===== src/rtl/pipe_pkg.sv =====
// Shared types and constants for the decode/execute hazard controller.
// The NOP opcode, forward-select encodings, FSM states and the operand match helper live here.
package pipe_pkg;

    localparam int         REG_W  = 5;
    localparam logic [5:0] NOP_OP = 6'b110111;

    typedef enum logic [1:0] {
        FWD_RF = 2'b00,
        FWD_E  = 2'b01,
        FWD_M  = 2'b10,
        FWD_W  = 2'b11
    } fwd_sel_e;

    typedef enum logic [1:0] {
        ST_RUN,
        ST_LDSTALL,
        ST_FLUSH
    } hz_state_e;

    // Per-operand hits against each in-flight destination
    typedef struct packed {
        logic s_e, s_m, s_w;
        logic t_e, t_m, t_w;
    } hz_match_t;

    // Register 0 is hardwired, so it never creates a dependency
    function automatic logic reg_match(input logic rd, input logic [REG_W-1:0] src,
                                       input logic [REG_W-1:0] dst);
        return rd && (src != '0) && (src == dst);
    endfunction

endpackage


===== src/rtl/hazard_scoreboard.sv =====
// Destination-register shift chain for the E/M/W stages plus the load flag of E.
// Bubbled or empty decode slots enter the chain as register 0 so they never match.
module hazard_scoreboard
    import pipe_pkg::*;
(
    input  logic             clk,
    input  logic             rstd,
    input  logic             id_valid,
    input  logic             bubble,
    input  logic [REG_W-1:0] id_rs,
    input  logic [REG_W-1:0] id_rt,
    input  logic             id_use_rs,
    input  logic             id_use_rt,
    input  logic [REG_W-1:0] id_wreg,
    input  logic             id_is_load,
    output hz_match_t        match,
    output logic             ld_e
);

    logic [REG_W-1:0] dst_e, dst_m, dst_w;

    always_ff @(posedge clk) begin
        if (!rstd) begin
            dst_e <= '0;
            dst_m <= '0;
            dst_w <= '0;
            ld_e  <= 1'b0;
        end else begin
            dst_w <= dst_m;
            dst_m <= dst_e;
            if (bubble || !id_valid) begin
                dst_e <= '0;
                ld_e  <= 1'b0;
            end else begin
                dst_e <= id_wreg;
                ld_e  <= id_is_load;
            end
        end
    end

    always_comb begin
        match.s_e = reg_match(id_valid && id_use_rs, id_rs, dst_e);
        match.s_m = reg_match(id_valid && id_use_rs, id_rs, dst_m);
        match.s_w = reg_match(id_valid && id_use_rs, id_rs, dst_w);
        match.t_e = reg_match(id_valid && id_use_rt, id_rt, dst_e);
        match.t_m = reg_match(id_valid && id_use_rt, id_rt, dst_m);
        match.t_w = reg_match(id_valid && id_use_rt, id_rt, dst_w);
    end

endmodule


===== src/rtl/hazard_ctrl.sv =====
// Stall/flush/forward scheduler for the decode->execute register stage.
// HAZARD_FWD_EN enables operand forwarding; without it every RAW match stalls until the writer retires.
module hazard_ctrl
    import pipe_pkg::*;
#(
    parameter int BR_PENALTY = 1,
    parameter int CNT_W      = 16
) (
    input  logic             clk,
    input  logic             rstd,
    input  logic             id_valid,
    input  logic [REG_W-1:0] id_rs,
    input  logic [REG_W-1:0] id_rt,
    input  logic             id_use_rs,
    input  logic             id_use_rt,
    input  logic [REG_W-1:0] id_wreg,
    input  logic             id_is_load,
    input  logic             ex_br_taken,
    output logic             stall_f,
    output logic             stall_d,
    output logic             bubble_e,
    output logic             flush_d,
    output logic [1:0]       fwd_s_sel,
    output logic [1:0]       fwd_t_sel,
    output logic [CNT_W-1:0] stall_cnt
);

    hz_state_e state, state_nxt;
    logic [1:0] fcnt, fcnt_nxt;
    hz_match_t  match;
    logic       ld_e;
    logic       hazard;
    fwd_sel_e   fs, ft;

    hazard_scoreboard u_sb (
        .clk        (clk),
        .rstd       (rstd),
        .id_valid   (id_valid),
        .bubble     (bubble_e),
        .id_rs      (id_rs),
        .id_rt      (id_rt),
        .id_use_rs  (id_use_rs),
        .id_use_rt  (id_use_rt),
        .id_wreg    (id_wreg),
        .id_is_load (id_is_load),
        .match      (match),
        .ld_e       (ld_e)
    );

    always_ff @(posedge clk) begin
        if (!rstd) begin
            state <= ST_RUN;
            fcnt  <= 2'd0;
        end else begin
            state <= state_nxt;
            fcnt  <= fcnt_nxt;
        end
    end

    always_comb begin
        fs = FWD_RF;
        ft = FWD_RF;
`ifdef HAZARD_FWD_EN
        // Youngest producer wins; a load still in E has no result yet
        if (match.s_e && !ld_e) fs = FWD_E;
        else if (match.s_m)     fs = FWD_M;
        else if (match.s_w)     fs = FWD_W;
        if (match.t_e && !ld_e) ft = FWD_E;
        else if (match.t_m)     ft = FWD_M;
        else if (match.t_w)     ft = FWD_W;
        hazard = ld_e && (match.s_e || match.t_e);
`else
        hazard = |match;
`endif
    end

    // The stall bubble is issued on the cycle the hazard is seen; LDSTALL marks the load moving to M
    always_comb begin
        state_nxt = state;
        fcnt_nxt  = fcnt;
        stall_f   = 1'b0;
        stall_d   = 1'b0;
        bubble_e  = 1'b0;
        flush_d   = 1'b0;
        fwd_s_sel = fs;
        fwd_t_sel = ft;
        if (ex_br_taken) begin
            flush_d  = 1'b1;
            bubble_e = 1'b1;
            if (BR_PENALTY > 1) begin
                state_nxt = ST_FLUSH;
                fcnt_nxt  = 2'(BR_PENALTY - 1);
            end else begin
                state_nxt = ST_RUN;
            end
        end else begin
            case (state)
                ST_FLUSH: begin
                    flush_d  = 1'b1;
                    bubble_e = 1'b1;
                    if (fcnt <= 2'd1) state_nxt = ST_RUN;
                    else              fcnt_nxt  = fcnt - 2'd1;
                end
                default: begin
                    state_nxt = ST_RUN;
                    if (hazard) begin
                        stall_f  = 1'b1;
                        stall_d  = 1'b1;
                        bubble_e = 1'b1;
`ifdef HAZARD_FWD_EN
                        state_nxt = ST_LDSTALL;
`endif
                    end
                end
            endcase
        end
        if (!rstd) begin
            stall_f   = 1'b0;
            stall_d   = 1'b0;
            bubble_e  = 1'b1;
            flush_d   = 1'b1;
            fwd_s_sel = FWD_RF;
            fwd_t_sel = FWD_RF;
        end
    end

    always_ff @(posedge clk) begin
        if (!rstd)
            stall_cnt <= '0;
        else if ((stall_d || flush_d) && (stall_cnt != '1))
            stall_cnt <= stall_cnt + CNT_W'(1);
    end

endmodule


===== config.mk =====
export PLATFORM = sky130hd
export DESIGN_NAME = hazard_ctrl
export DESIGN_NICKNAME = d
export VERILOG_FILES = /design/src/rtl/pipe_pkg.sv /design/src/rtl/hazard_scoreboard.sv /design/src/rtl/hazard_ctrl.sv
export SDC_FILE = /design/constraint.sdc
export NUM_CORES = 1
export LEC_CHECK = 0
export CELL_PAD_IN_SITES_DETAIL_PLACEMENT = 0
export CELL_PAD_IN_SITES_GLOBAL_PLACEMENT = 2
export CORE_UTILIZATION = 26
export DETAILED_ROUTE_END_ITERATION = 10
export PLACE_DENSITY_LB_ADDON = 0.12
export SYNTH_ARGS = -nofsm -noshare
export SYNTH_HDL_FRONTEND = slang
export SYNTH_SLANG_ARGS = --single-unit

===== constraint.sdc =====
create_clock -name clk -period 1.9 [get_ports clk]
set_input_delay 0.285 -clock clk [delete_from_list [all_inputs] [get_ports clk]]
set_output_delay 0.285 -clock clk [all_outputs]
set_load 0.01 [all_outputs]

==> results.py <==
metrics = {
    "setup_path": {
        "max_stage_delay_ns": 0.39,
        "endpoint_kind": "output pin",
        "cp-start-kind": "primary input",
        "cp_cell_sequence": "buf_2 > or3_1 > o311a_4 > a221oi_4 > inv_4 > buf_6",
        "crit_required_ns": 1.62,
        "crit_path_end": "bubble_e",
        "regToRegSetupSlack_ns": -0.04,
        "path_delay_family": "compound AO/OA/AOI/OAI gates",
        "path_buf_inv": 3,
        "slowest_stage": "a221oi_4",
        "arrival_ns": 1.73,
        "rr_worst_depth": 10,
        "worstSetupPathType": "in -> out",
        "path_depth": 6,
        "startpoint": "id_rs[3]",
        "path_max_fanout": 3,
        "regToRegEndpoint": "stall_cnt[12]$_SDFFE_PN0P_",
        "reg2reg_from": "u_sb.dst_w[4]$_SDFF_PN0_",
    },
    "timing": {
        "hold_violations": 0,
        "fin_ws_ns": -0.113,
        "clock.fmax_mhz": 497,
        "fin_crit_sh_pct": 106,
        "rsz0062_at_grt": "true",
        "drv_slew": 0,
        "finClkSkew_ns": 0.00907,
        "min_period_ns": 2.01,
        "setup-violations-final": 11,
        "setup_tns_ns": -0.406,
    },
    "yosys": {
        "netlist_instances": 191,
        "ys_async_sr_fraction_pct": 0,
        "avgSynthCellArea_um2": 9.09,
        "ys_types": 42,
        "ys_seq_elements": 31,
        "synth-edff-count": 0,
        "synth_area_um2": 1740,
        "yosysMostFrequentCell": "dfxtp_1",
        "yosys_warnings": 0,
        "yosys.area.top_type": "dfxtp_1",
        "synth_common_cells": "dfxtp_1, xor2_1, nand3_1",
        "ys.flop_type": "dfxtp_1",
        "synth_top_area_share_pct": 35.8,
        "synth_area_leaders": "dfxtp_1, xor2_1, xnor2_1",
        "synth_seq_area_share_pct": 35.8,
    },
    "floorplanning": {
        "dieArea_um2": 7010,
        "ioPinCount": 46,
        "rows": 29,
        "start_util_pct": 27.2,
        "die_h_um": 83.7,
        "core_um2": 6390,
        "die_x_um": 83.7,
    },
    "run": {
        "cap_violations": 0,
    },
    "finish": {
        "diodes": 0,
        "syn2layout_area_growth_pct": 56.6,
        "layout.nets": 293,
        "drive_above_1_share_pct": 35.4,
    },
    "detailed_routing": {
        "wirelength_um": 5240,
        "drt-pass1-iter-count": 4,
        "vias_per_cell": 4.76,
        "drt_iter0_markers": 63,
        "vias": 1656,
        "drc": 0,
        "avgRoutedWirePerCell_um": 15.1,
        "antenna_left": 0,
    },
    "power_and_ir_drop": {
        "power.leakage_nw": 1.08,
        "power_density_nw_per_um2": 519,
        "total_power_w": 0.00141,
        "peakVddDrop_mv": 0.241,
    },
    "place": {
        "io_buffers": 40,
        "place_hpwl_um": 3860,
        "gp_congestion": 0.815,
    },
    "status": {
        "status": "complete, but fails checks",
        "violations": "negative setup slack",
    },
    "global_routing": {
        "grt_pass1_wl_um": 8490,
        "globalRouteOverflowTotal": 0,
        "first_global_vias": 1705,
        "grt.total_usage_pct": 15.2,
        "antenna_found_initial": 0,
        "grt_max_degree": 22,
    },
    "clock_tree": {
        "cts_tree": "done",
        "clock-root-buffer": "clkbuf_8",
        "clk_pin_slew_ns": 0.07,
        "clk_latency_ns": 0.28,
        "clock_path_buffers": 2,
        "ctsHoldBuffers": 0,
        "cts_buffers": 5,
        "htreeDepth": 2,
        "clock_sinks": 31,
    },
    "hold_path": {
        "hold_class": "reg -> reg",
    },
}
area by class of cell:
| class | instances | area, um^2 |
|---|---|---|
| fillers | 639 | 3670 |
| flip-flops and latches | 31 | 641 |
| well taps | 77 | 96.3 |
| clock buffers | 7 | 76.3 |
| repair buffers | 81 | 707 |
| clock inverters | 1 | 5.00 |
| inverters | 4 | 17.5 |
| multi-input cells | 147 | 1170 |
stage by stage:
step / instance area [um^2] / utilization (%) / setup slack [ns] / instances / hold slack (ns)
6_report: 2720 / 42.6 / -0.113 / 348 / 0.483
4_1_cts: 2540 / 39.8 / -0.122 / 343 / 0.485
3_3_place_gp: 2420 / 37.9 / -0.768 / 334 / 0.469
5_1_grt: 2720 / 42.6 / -0.196 / 348 / 0.530
3_5_place_dp: 2420 / 37.9 / -0.783 / 334 / 0.475
2_1_floorplan: 1750 / - / 0.000929 / 194 / 0.431
power by group:
part           internal, W  switching, W
Clock             0.000257      0.000239
Sequential        0.000658     0.0000136
Combinational     0.000133      0.000110
Total              0.00105      0.000363
cells by family after synthesis:
| family | synth area share, % |
|---|---|
| and+or+nand+nor | 27.3 |
| DFF | 35.8 |
| AOI/OAI and AO/OA | 12.6 |
| buffers and inverters | 5.91 |
| xor gates and xnor gates | 15.1 |
| muxes | 2.31 |
| adders and majority gates | 0.721 |
| other | 0.216 |
registers in the layout (all words and copies together), names as in the netlist:
name,cells
u_sb.dst_m,5
u_sb.dst_w,5
u_sb.dst_e,5
stall_cnt,16
worst reg2reg max path: cells and delay by family, from the launching register on:
kind / cells / cell delay [ns]
buf+inv: 3 / 0.44
simple gates: 3 / 0.25
xor+xnor: 1 / 0.19
compound gates: 3 / 0.60
flops: 1 / 0.35
worst min path at each step:
stage,startpoint,endpoint,slack (ns),depth (start not counted)
2_1_floorplan,id_valid,u_sb.dst_e[0]$_SDFF_PP0_,0.43,1
3_3_place_gp,stall_cnt[9]$_SDFFE_PN0P_,stall_cnt[9]$_SDFFE_PN0P_,0.47,2
3_5_place_dp,stall_cnt[9]$_SDFFE_PN0P_,stall_cnt[9]$_SDFFE_PN0P_,0.47,2
4_1_cts,stall_cnt[9]$_SDFFE_PN0P_,stall_cnt[9]$_SDFFE_PN0P_,0.49,2
5_1_grt,u_sb.dst_m[0]$_SDFF_PN0_,u_sb.dst_w[0]$_SDFF_PN0_,0.53,1
6_report,stall_cnt[9]$_SDFFE_PN0P_,stall_cnt[9]$_SDFFE_PN0P_,0.48,2
layer usage:
metal | up-vias | global-route usage, % | routed length (um)
met5 | - | 0 | 0
met4 | 0 | 5.70 | 78
met3 | 6 | 2.57 | 171
met2 | 35 | 27.6 | 2810
met1 | 776 | 17.6 | 2180
li1 | 839 | - | -
timing repair:
item,in CTS,in global routing
setup endpoints to repair,25,24
gates resized for setup,56,36
cloned,0,1
buffers inserted,1,4
pin swaps,10,21
layout by cell type, fill, tap and decap left out, drive strengths merged, types with 5 or more instances in the layout:
cell and instances:
clkdlybuf4s50 27, clkbuf 7, nor3 8, a21oi 10
nand2b 5, or3 5, nand3 15, and3 7
or4 6, buf 50, and2 10, xor2 18
nor4 5, xnor2 12, dfxtp 31, o31ai 7
nand2 9
(Power assumes the default switching activity.)
